<file path="config.mk">
export PLATFORM = sky130hd
export DESIGN_NAME = fetch_unit
export DESIGN_NICKNAME = d
export VERILOG_FILES = /design/src/rtl/fetch_unit.sv
export SDC_FILE = /design/constraint.sdc
export NUM_CORES = 1
export LEC_CHECK = 0
export BUFFER_PORTS_ARGS = -buffer_cell sky130_fd_sc_hd__buf_2
export CAP_MARGIN = 10
export CORE_MARGIN = 2
export CORE_UTILIZATION = 46
export CTS_CLUSTER_SIZE = 40
export DETAILED_ROUTE_END_ITERATION = 6
export HOLD_SLACK_MARGIN = 0.08
export PLACE_DENSITY = 0.85
export SKIP_CTS_REPAIR_TIMING = 1
export SLEW_MARGIN = 20
export SYNTH_ARGS = -nofsm -noshare
export SYNTH_HDL_FRONTEND = slang
export SYNTH_SLANG_ARGS = --single-unit
</file>
<file path="constraint.sdc">
create_clock -name Clk -period 3.4 [get_ports Clk]
set_clock_uncertainty 0.1 [all_clocks]
set_input_delay 0 -clock Clk [delete_from_list [all_inputs] [get_ports Clk]]
set_output_delay 0 -clock Clk [all_outputs]
set_load 0.1 [all_outputs]
</file>
<file path="src/rtl/fetch_unit.sv">
// Instruction fetch stage: owns the PC, drives the instruction-memory address and
// sequences IDLE -> RUN -> DONE with a start/done handshake for the host.
// Optional retired-instruction counter is built only when FETCH_INSTR_COUNT_EN is defined.
module fetch_unit #(
  parameter int unsigned          PC_WIDTH = 10,
  parameter int unsigned          IW       = 9,
  parameter logic [IW-1:0]        HALT_OP  = 9'b000111111
) (
  input  logic                Clk,
  input  logic                Reset,
  input  logic                Start,
  input  logic                Stall,
  input  logic                Branch,
  input  logic                BranchTaken,
  input  logic [PC_WIDTH-1:0] Target,
  input  logic [IW-1:0]       ImemData,
  output logic [PC_WIDTH-1:0] ImemAddr,
  output logic [IW-1:0]       Instr,
  output logic                InstrValid,
  output logic                Done,
  output logic                Fault,
  output logic [15:0]         InstrCount
);

  typedef enum logic [1:0] {StIdle, StRun, StDone} state_e;

  localparam logic [PC_WIDTH-1:0] PcLast = {PC_WIDTH{1'b1}};

  state_e              state_q, state_d;
  logic [PC_WIDTH-1:0] pc_q, pc_d;
  logic                fault_q, fault_d;

  // State, PC and fault registers
  always_ff @(posedge Clk) begin
    if (Reset) begin
      state_q <= StIdle;
      pc_q    <= '0;
      fault_q <= 1'b0;
    end else begin
      state_q <= state_d;
      pc_q    <= pc_d;
      fault_q <= fault_d;
    end
  end

  // Next-state / next-PC selection; priority in RUN is stall, halt, branch, end-of-memory
  always_comb begin
    state_d = state_q;
    pc_d    = pc_q;
    fault_d = fault_q;
    unique case (state_q)
      StIdle: begin
        pc_d = '0;
        if (Start) begin
          state_d = StRun;
          fault_d = 1'b0;
        end
      end
      StRun: begin
        if (!Stall) begin
          if (ImemData == HALT_OP) begin
            state_d = StDone;
          end else if (Branch && BranchTaken) begin
            pc_d = Target;
          end else if (pc_q == PcLast) begin
            // Hold at the last address rather than wrapping to 0
            state_d = StDone;
            fault_d = 1'b1;
          end else begin
            pc_d = pc_q + {{(PC_WIDTH-1){1'b0}}, 1'b1};
          end
        end
      end
      StDone: begin
        if (Start) begin
          state_d = StRun;
          pc_d    = '0;
          fault_d = 1'b0;
        end
      end
      default: begin
        state_d = StIdle;
        pc_d    = '0;
        fault_d = 1'b0;
      end
    endcase
  end

  // Outputs decoded from registered state; instruction is forced to 0 when not fetching
  always_comb begin
    ImemAddr   = pc_q;
    InstrValid = (state_q == StRun);
    Done       = (state_q == StDone);
    Fault      = fault_q;
    Instr      = InstrValid ? ImemData : '0;
  end

`ifdef FETCH_INSTR_COUNT_EN
  logic [15:0] cnt_q, cnt_d;

  // Retired-instruction counter register
  always_ff @(posedge Clk) begin
    if (Reset) begin
      cnt_q <= '0;
    end else begin
      cnt_q <= cnt_d;
    end
  end

  // Clear on accepted start, saturating increment on each unstalled RUN cycle
  always_comb begin
    cnt_d = cnt_q;
    if ((state_q != StRun) && Start) begin
      cnt_d = '0;
    end else if ((state_q == StRun) && !Stall && (cnt_q != 16'hFFFF)) begin
      cnt_d = cnt_q + 16'd1;
    end
  end

  assign InstrCount = cnt_q;
`else
  assign InstrCount = '0;
`endif

endmodule
</file>
==> key figures, run 1 <==
STA
  • # setup viols final: 0
  • Slew margin rel.: 43.47%
  • Final hold vios: 0
  • RSZ-0062 raised after global routing: no
  • Worst-Margin Slew: 0.8462 ns
  • Final Cycle Share: 64.94%
  • Max-slew violation count: 0
  • Max Clock Freq: 452.9 MHz
  • Tmin final: 2.208 ns
  • PnR worst setup slack: 1.192 ns
  • Final hold slack: 0.2724 ns
  • Setup TNS: 0 ns

Global route
  • First-pass GRT wire length: 3953 um
  • Vias in the first global route: 962
  • Gr usage total: 19.34%
  • Initial antenna violation count: 0
  • GRT overflow: 0
  • Largest net degree at the start of global routing: 17

Synthesis
  • Area leader, netlist: dfxtp_1
  • Post-synth EDFFs: 0
  • Ys async rst share: 0%
  • Syn_area_per_cell: 7.940 um^2
  • Seq cells post-synth: 13
  • Ranking of synthesized cells by area: dfxtp_1, buf_4, nand2_1
  • Top-count cell post-synth: nand2_1
  • Synthesized area: 1056 um^2
  • Synth Flop Type: dfxtp_1
  • Yosys warnings: 0
  • Top post-synthesis cells by count: nand2_1, buf_4, dfxtp_1
  • Share of the synthesized area in the top cell type: 24.64%
  • Synth unique cells: 40
  • Register area share after synthesis: 24.64%
  • Mapped Cells: 133

CTS
  • Clk buf depth: 2
  • TritonCTS clock tree: built
  • H-Tree Level Count: 1
  • CTS buffer count: 3
  • CTS Sinks: 13
  • Root buf cell: clkbuf_4
  • Worst skew pair latency: 0.27 ns
  • CTS clk-pin slew, worst paths: 0.08 ns

Route
  • DR WL/cell: 12.06 um
  • Drt initial violations: 19
  • Pre-antenna DRT Iters: 4
  • Final wirelength: 2617 um
  • Post-route ant nets: 0
  • Vias per cell: 5.300
  • Vias: 1150
  • Remaining DRCs: 0

Setup path
  • Top delay family on crit path: simple AND/OR/NAND/NOR gates
  • Crit. path cell count: 4
  • WP buf/inv: 0
  • CP max stage cell: nor2b_1
  • Kind of end point of the critical path: flop
  • CP Max Fanout: 16
  • CP required: 3.52 ns
  • Register-to-Register Path Depth: 4
  • Critical-path cell list: nor2b_1, nor4b_4, a31o_1, a22o_1
  • WS Path Type: reg -> reg
  • Slowest cell delay on critical path: 0.71 ns
  • Critical Path Source Type: flop
  • Worst Path Arrival: 2.33 ns

Floorplan
  • I/O pins: 63
  • Die height: 51.92 um
  • Initial Utilization: 48.20%
  • Core ar.: 2191 um^2
  • Cell Rows: 17
  • Die Wd: 51.92 um
  • Die area: 2695 um^2

Place
  • Cell Area, Placed: 1220 um^2
  • I/O Buffers: 46
  • Post-Place Worst Slack: 1.204 ns
  • Post-DP HPWL: 1963 um
  • Gp weighted congestion: 0.8327
  • # placed instances: 200

Power and ir drop
  • Pwr Density: 340.1 nW/um^2
  • Pwr Total: 0.4681 mW
  • P_leak: 0.6648 nW
  • Worst vdd ir: 0.0001854 V

Cells and area
  • Post-route cell area: 1376 um^2
  • Post-Layout Cell Count: 217
  • Diodes inserted: 0
  • Finished Core Util: 62.82%
  • Area Growth Syn to Fin: 30.33%
  • Fin nets: 216
  • Fraction of layout cells with a size suffix above 1: 29.10%
  • FILL cells: 196

Status
  • Outcome: finished clean

Flow run
  • Max_cap viols: 0

Min path
  • Hold path cells: 4
  • Worst min-delay path class: in -> reg
worst register-to-register path: cells and delay by family, from the launching register on:
kind             cells  cell delay [ns]
AO/OA/AOI/OAI        2             0.33
AND/OR/NAND/NOR      2             1.31
flip-flops           1             0.41
layout make-up:
type                            instances  area, um^2  area share, %
Multi-Input combinational cell        112       690.7          50.18
Timing Repair Buffer                   59       360.3          26.18
Sequential cell                        13       260.3          18.91
Tap cell                               28       35.03          2.545
Clock buffer                            4       26.28          1.909
Inverter                                1       3.754         0.2727
worst paths after layout:
kind,startpoint,end,slack (ns)
hold reg to reg,state_q[1],Fault,0.40
hold / removal,BranchTaken,ImemAddr[9],0.27
setup reg to reg,state_q[0],ImemAddr[8],1.19
setup / recovery,state_q[0],ImemAddr[8],1.19
kinds of logic after synthesis:
group                    Yosys count  synth area share [%]
other                              1                0.3551
adder cells (fa/ha/maj)            1                 1.185
XOR/XNOR                           1                0.8295
flip-flops                        13                 24.64
AO/OA/AOI/OAI                     36                 27.02
AND/OR/NAND/NOR                   58                 30.69
buffers and inverters             23                 15.28
per-layer routing:
layer | wire length (um) | track usage, % | share of wire, %
met2 | 1303 | 35.44 | 50
met4 | 25 | 7.895 | 0.96
met5 | 0 | 0 | 0
met1 | 1040 | 22.02 | 40
met3 | 248 | 2.874 | 9.5
layout by cell type, fill, tap and decap left out, types with 2 or more instances in the layout:
| master | count |
|---|---|
| a211oi_1 | 2 |
| a21oi_1 | 6 |
| a22o_1 | 6 |
| a31o_1 | 3 |
| and2_1 | 11 |
| and3_1 | 2 |
| buf_2 | 46 |
| clkbuf_4 | 3 |
| conb_1 | 16 |
| dfxtp_1 | 13 |
| dlygate4sd3_1 | 13 |
| nand2_1 | 20 |
| nand3_1 | 5 |
| nor2_1 | 6 |
| nor2b_1 | 3 |
| o2111ai_1 | 2 |
| o21ai_0 | 5 |
| o31ai_1 | 3 |
| o41ai_1 | 2 |
flip-flops by register name (all words and copies together), names as in the netlist:
register and flops:
state_q 2, ImemAddr 10, Fault 1
where the power goes:
group          total, mW  internal [mW]  switching (mW)
Sequential         0.158          0.155         0.00335
Clock             0.0945         0.0455          0.0491
Combinational      0.216         0.0409           0.175
No activity file was read; power rests on OpenSTA's default activity.
==> inputs of run 2 (changes only) <==
Settings changed: ABC_AREA from default to 1, CORE_UTILIZATION 46 to 44, PLACE_DENSITY 0.85 to 0.8.
Clock period 3.4 ns to 2.3 ns, I/O delays scaled along.
==> key figures, run 2 <==
Setup path
  • Kind of end point of the critical path: flop
  • RR Endpoint: ImemAddr[8]
  • Register-to-Register Path Depth: 8
  • CP required: 2.41 ns
  • Critical register-to-register path startpoint: ImemAddr[0]
  • Slowest cell delay on critical path: 0.36 ns
  • Critical Path Source Type: flop
  • CP max stage cell: dfxtp_1
  • CP Max Fanout: 6
  • Worst Path Arrival: 1.82 ns
  • WS Path Type: reg -> reg
  • Critical-path cell list: ha_1, nand2_1, nor2_1, nand3_1, nand3_1, nor2_1, nand2_1, a21oi_1
  • Setup slack, reg-to-reg: 0.59 ns

Synthesis
  • Syn_area_per_cell: 5.810 um^2
  • Yosys warnings: 0
  • Synth unique cells: 26
  • Area leader, netlist: dfxtp_1
  • Mapped Cells: 199
  • Top post-synthesis cells by count: nand2_1, nor2_1, inv_1
  • Top-count cell post-synth: nand2_1
  • Seq cells post-synth: 13
  • Ys async rst share: 0%
  • Post-synth EDFFs: 0
  • Ranking of synthesized cells by area: dfxtp_1, nand2_1, nor2_1
  • Register area share after synthesis: 22.51%
  • Synthesized area: 1156 um^2
  • Synth Flop Type: dfxtp_1
  • Share of the synthesized area in the top cell type: 22.51%

Cells and area
  • Area Growth Syn to Fin: 25.76%
  • Finished Core Util: 58.69%
  • Fin nets: 280
  • Most frequent cells in the layout: nand2_1, buf_2, nor2_1
  • Max FFs per register: 10
  • Fraction of layout cells with a size suffix above 1: 24.11%
  • Diodes inserted: 0
  • FILL cells: 262
  • Commonest non-fill, non-tap cell in the layout: nand2_1

Route
  • M1 WL: 1271 um
  • Max Used Layer: met3
  • DR WL/cell: 9.290 um
  • Remaining DRCs: 0
  • Post-route ant nets: 0
  • Drt initial violations: 26
  • Vias: 1285
  • Vias per cell: 4.541
  • DR WL met2: 1204 um
  • Final wirelength: 2629 um
  • DR WL met3: 153 um
  • Pre-antenna DRT Iters: 4

Place
  • Gp weighted congestion: 0.8152
  • I/O Buffers: 46
  • Post-DP HPWL: 2012 um

Floorplan
  • Die area: 3054 um^2
  • Cell Rows: 18
  • I/O pins: 63
  • Core ar.: 2477 um^2
  • Die Wd: 55.26 um
  • Initial Utilization: 46.67%
  • Die height: 55.26 um

STA
  • Setup TNS: 0 ns
  • Final Cycle Share: 74.37%
  • Tmin final: 1.710 ns
  • Final hold vios: 0
  • Max Clock Freq: 584.6 MHz
  • RSZ-0062 raised after global routing: no
  • # setup viols final: 0
  • Max-slew violation count: 0

CTS
  • Root buf cell: clkbuf_4
  • CTS buffer count: 3
  • TritonCTS clock tree: built
  • H-Tree Level Count: 1
  • Worst skew pair latency: 0.27 ns
  • Clk buf depth: 2
  • CTS clk-pin slew, worst paths: 0.08 ns
  • CTS Sinks: 13

Status
  • Outcome: finished clean

Global route
  • Initial antenna violation count: 0
  • Vias in the first global route: 945
  • First-pass GRT wire length: 4119 um
  • Largest net degree at the start of global routing: 16
  • Gr usage total: 16.08%
  • GRT overflow: 0

Power and ir drop
  • Switching portion of total power: 52.89%
  • Int Power: 0.3669 mW
  • Switching pwr: 0.4119 mW
  • Combinational share of power: 51.0%
  • Clock power share: 17.7%
  • Pwr Density: 535.7 nW/um^2
  • Flop pwr share: 31.3%
  • Worst vdd ir: 0.0003838 V
  • P_leak: 0.8430 nW

Min path
  • Worst Hold End: ImemAddr[2]
  • Worst min-delay path class: in -> reg
  • Hold path cells: 5
  • Hold path start: Target[2]

Flow run
  • Max_cap viols: 0
==> run 2: cell types whose count changed after synthesis, sizes merged, moves of 6 or more <==
cell / before / now
and2: 11 / 0
nor2: 6 / 36
inv: 1 / 28
nand2: 20 / 58
nand3: 5 / 17
a22o: 6 / 0
==> run 2: how the worst max path moves through the flow <==
stage / slack [ns] / from / end / depth (start not counted)
CTS: 0.57 / ImemAddr[0] / ImemAddr[8] / 8
global route: 0.42 / ImemAddr[0] / ImemAddr[8] / 8
finish: 0.59 / ImemAddr[0] / ImemAddr[8] / 8
floorplan: 0.04 / ImemAddr[0] / ImemAddr[3] / 9
global placement: 0.70 / ImemAddr[0] / ImemAddr[5] / 8
detailed placement: 0.60 / ImemAddr[0] / ImemAddr[8] / 8
==> run 2: cell families (layout without fill, tap and decap cells) <==
group	Yosys count	count (layout)	synth area share, %
AND/OR/NAND/NOR	118	118	45.56
AO/OA/AOI/OAI	18	18	8.441
buffers and inverters	48	87	22.08
other	1	16	0.3244
flip-flops	13	13	22.51
adder cells (fa/ha/maj)	1	1	1.082
==> run 2: critical path, delay by kind of cell, from the launching register on <==
family / cells / cell delay, ns
and+or+nand+nor: 6 / 0.81
DFF: 1 / 0.36
adders and majority gates: 1 / 0.24
AOI/OAI and AO/OA: 1 / 0.14
==> run 2: power by group through the flow <==
stage	combinational [mW]	sequential [mW]	clock (mW)
floorplan	0.313	0.292	0
global placement	0.385	0.249	0
detailed placement	0.385	0.249	0
CTS	0.385	0.244	0.142
global route	0.418	0.246	0.152
finish	0.397	0.244	0.138
==> run 2: cell type report <==
| class | instances | area (um^2) | share of cell area [%] |
|---|---|---|---|
| multi-input combinational | 153 | 699.4 | 48.11 |
| inverter | 28 | 110.1 | 7.573 |
| timing repair buffer | 55 | 320.3 | 22.03 |
| clock buffer | 4 | 26.28 | 1.807 |
| sequential | 13 | 260.3 | 17.90 |
| tap | 30 | 37.54 | 2.582 |
==> run 2: metal layers <==
metal	global-route usage (%)	vias up
li1	-	691
met1	21.76	558
met2	26.87	36
met3	4.215	0
met4	1.045	0
met5	0	-
==> run 2: through the flow <==
stage / std cells / setup WS, ns / area (um^2) / power [mW] / hold slack, ns
5_1_grt: 283 / 0.4200 / 1454 / 0.8159 / 0.1615
6_report: 283 / 0.5896 / 1454 / 0.7788 / 0.09722
4_1_cts: 274 / 0.5746 / 1364 / 0.7711 / -0.06458
2_1_floorplan: 214 / 0.03502 / 1215 / 0.6044 / 0.07831
3_5_place_dp: 270 / 0.5972 / 1338 / 0.6341 / 0.2225
3_3_place_gp: 270 / 0.6958 / 1338 / 0.6334 / 0.2260
==> inputs of run 3 (changes only) <==
Settings changed: CORE_UTILIZATION 44 to 40, PLACE_DENSITY 0.8 to 0.77.
Clock period 2.3 ns to 1.4 ns, I/O delays scaled along.
==> key figures, run 3 (synthesis gave the netlist of run 2 again) <==
Route
  • Vias: 1523
  • Remaining DRCs: 0
  • Pre-antenna DRT Iters: 4
  • Vias per cell: 5.043
  • Final wirelength: 4088 um
  • Drt initial violations: 50
  • DR WL/cell: 13.54 um
  • Post-route ant nets: 0

STA
  • Tmin final: 1.493 ns
  • Final hold slack: 0.07900 ns
  • Final Cycle Share: 106.6%
  • Max-slew violation count: 0
  • Setup TNS: -0.1906 ns
  • RSZ-0062 raised after global routing: yes
  • # setup viols final: 7
  • PnR worst setup slack: -0.09253 ns
  • Final hold vios: 0
  • Max Clock Freq: 670.0 MHz

Place
  • I/O Buffers: 46
  • Gp weighted congestion: 0.8835
  • Post-Place Worst Slack: -0.1525 ns
  • # placed instances: 286
  • Post-DP HPWL: 2468 um

Cells and area
  • Area Growth Syn to Fin: 77.16%
  • Sequential Area: 300.3 um^2
  • Fin nets: 298
  • Fraction of layout cells with a size suffix above 1: 45.76%
  • Diodes inserted: 0
  • Most frequent cells in the layout: nand2_1, buf_2, inv_1
  • FILL cells: 199
  • Commonest non-fill, non-tap cell in the layout: nand2_1
  • Post-Layout Cell Count: 302
  • Multi-input gate area: 927.1 um^2
  • Max FFs per register: 10

CTS
  • H-Tree Level Count: 1
  • CTS clk-pin slew, worst paths: 0.08 ns
  • Worst skew pair latency: 0.30 ns
  • Clk buf depth: 2
  • Root buf cell: clkbuf_4
  • CTS buffer count: 3
  • TritonCTS clock tree: built
  • CTS Sinks: 13

Min path
  • Hold path start: Target[2]
  • Hold path cells: 5
  • Worst Hold End: ImemAddr[2]
  • Worst min-delay path class: in -> reg

Setup path
  • Worst Path Arrival: 1.59 ns
  • RR Endpoint: state_q[0]
  • Setup slack, reg-to-reg: -0.09 ns
  • Critical Path Source Type: flop
  • Critical register-to-register path startpoint: ImemAddr[0]
  • CP required: 1.50 ns
  • Kind of end point of the critical path: flop
  • CP Max Fanout: 3
  • Register-to-Register Path Depth: 9
  • WS Path Type: reg -> reg

Power and ir drop
  • Pwr Total: 1.508 mW
  • Worst vdd ir: 0.0007024 V
  • Pwr Density: 736.4 nW/um^2
  • P_leak: 1.036 nW

Floorplan
  • Die Wd: 57.76 um
  • Die height: 57.76 um
  • Initial Utilization: 41.92%
  • Die area: 3336 um^2
  • Core ar.: 2758 um^2
  • I/O pins: 63
  • Cell Rows: 19

Status
  • Violated checks: setup timing
  • Outcome: finished, violations left

Flow run
  • Max_cap viols: 0

Global route
  • Largest net degree at the start of global routing: 14
  • Initial antenna violation count: 0
  • Gr usage total: 18.61%
  • Vias in the first global route: 1214
  • First-pass GRT wire length: 4968 um
  • GRT overflow: 0
==> run 3: cell types whose count changed in the layout (fill, tap and decap cells not counted), moves of 4 or more <==
cell and delta:
buf_4 +12, nand3_2 +5, nand3_1 -8, nor2_1 -15
nor2_4 +12, dfxtp_4 +10, buf_12 +11, dfxtp_1 -12
nand3_4 +4, buf_2 -10
==> run 3: area by class of cell <==
| class | count | share of cell area [%] |
|---|---|---|
| flip-flops and latches | 13 | 14.66 |
| clock buffers | 3 | 1.100 |
| multi-input cells | 154 | 45.27 |
| repair buffers | 72 | 31.22 |
| well taps | 31 | 1.894 |
| clock inverters | 1 | 0.2443 |
| inverters | 28 | 5.620 |
==> run 3: worst max-delay path, cell delays in order (launching register included) <==
cell and delay, ns:
dfxtp_4 0.37, ha_4 0.16, nand2_4 0.06, nor2_4 0.13, nand3_2 0.10, buf_6 0.14
nand3_4 0.08, nand3_1 0.08, nand3_1 0.11, inv_1 0.05
==> run 3: power by group <==
group / internal (mW) / switching (mW)
Clock: 0.107 / 0.145
Combinational: 0.237 / 0.624
Sequential: 0.372 / 0.0237
Total: 0.716 / 0.793
==> run 3: per-stage QoR <==
step	area (um^2)	util, %
2_1_floorplan	1331	-
3_3_place_gp	1718	62.30
3_5_place_dp	1718	62.30
4_1_cts	1745	63.29
5_1_grt	2048	74.27
6_report	2048	74.27
==> run 3: worst max path at each step <==
stage | from | end | slack, ns | cells after the start
floorplan | state_q[1] | ImemAddr[3] | -0.29 | 10
global placement | ImemAddr[1] | ImemAddr[4] | -0.08 | 9
detailed placement | ImemAddr[1] | ImemAddr[4] | -0.15 | 9
CTS | ImemAddr[1] | ImemAddr[4] | -0.17 | 9
global route | ImemAddr[0] | state_q[0] | -0.24 | 9
finish | ImemAddr[0] | state_q[0] | -0.09 | 9
==> run 3: per-layer routing <==
layer,up-vias,share of wire (%),track usage [%]
li1,732,-,-
met1,683,35,20.63
met3,21,7.9,4.018
met2,87,53,33.60
met5,-,0,0
met4,0,4.6,8.638
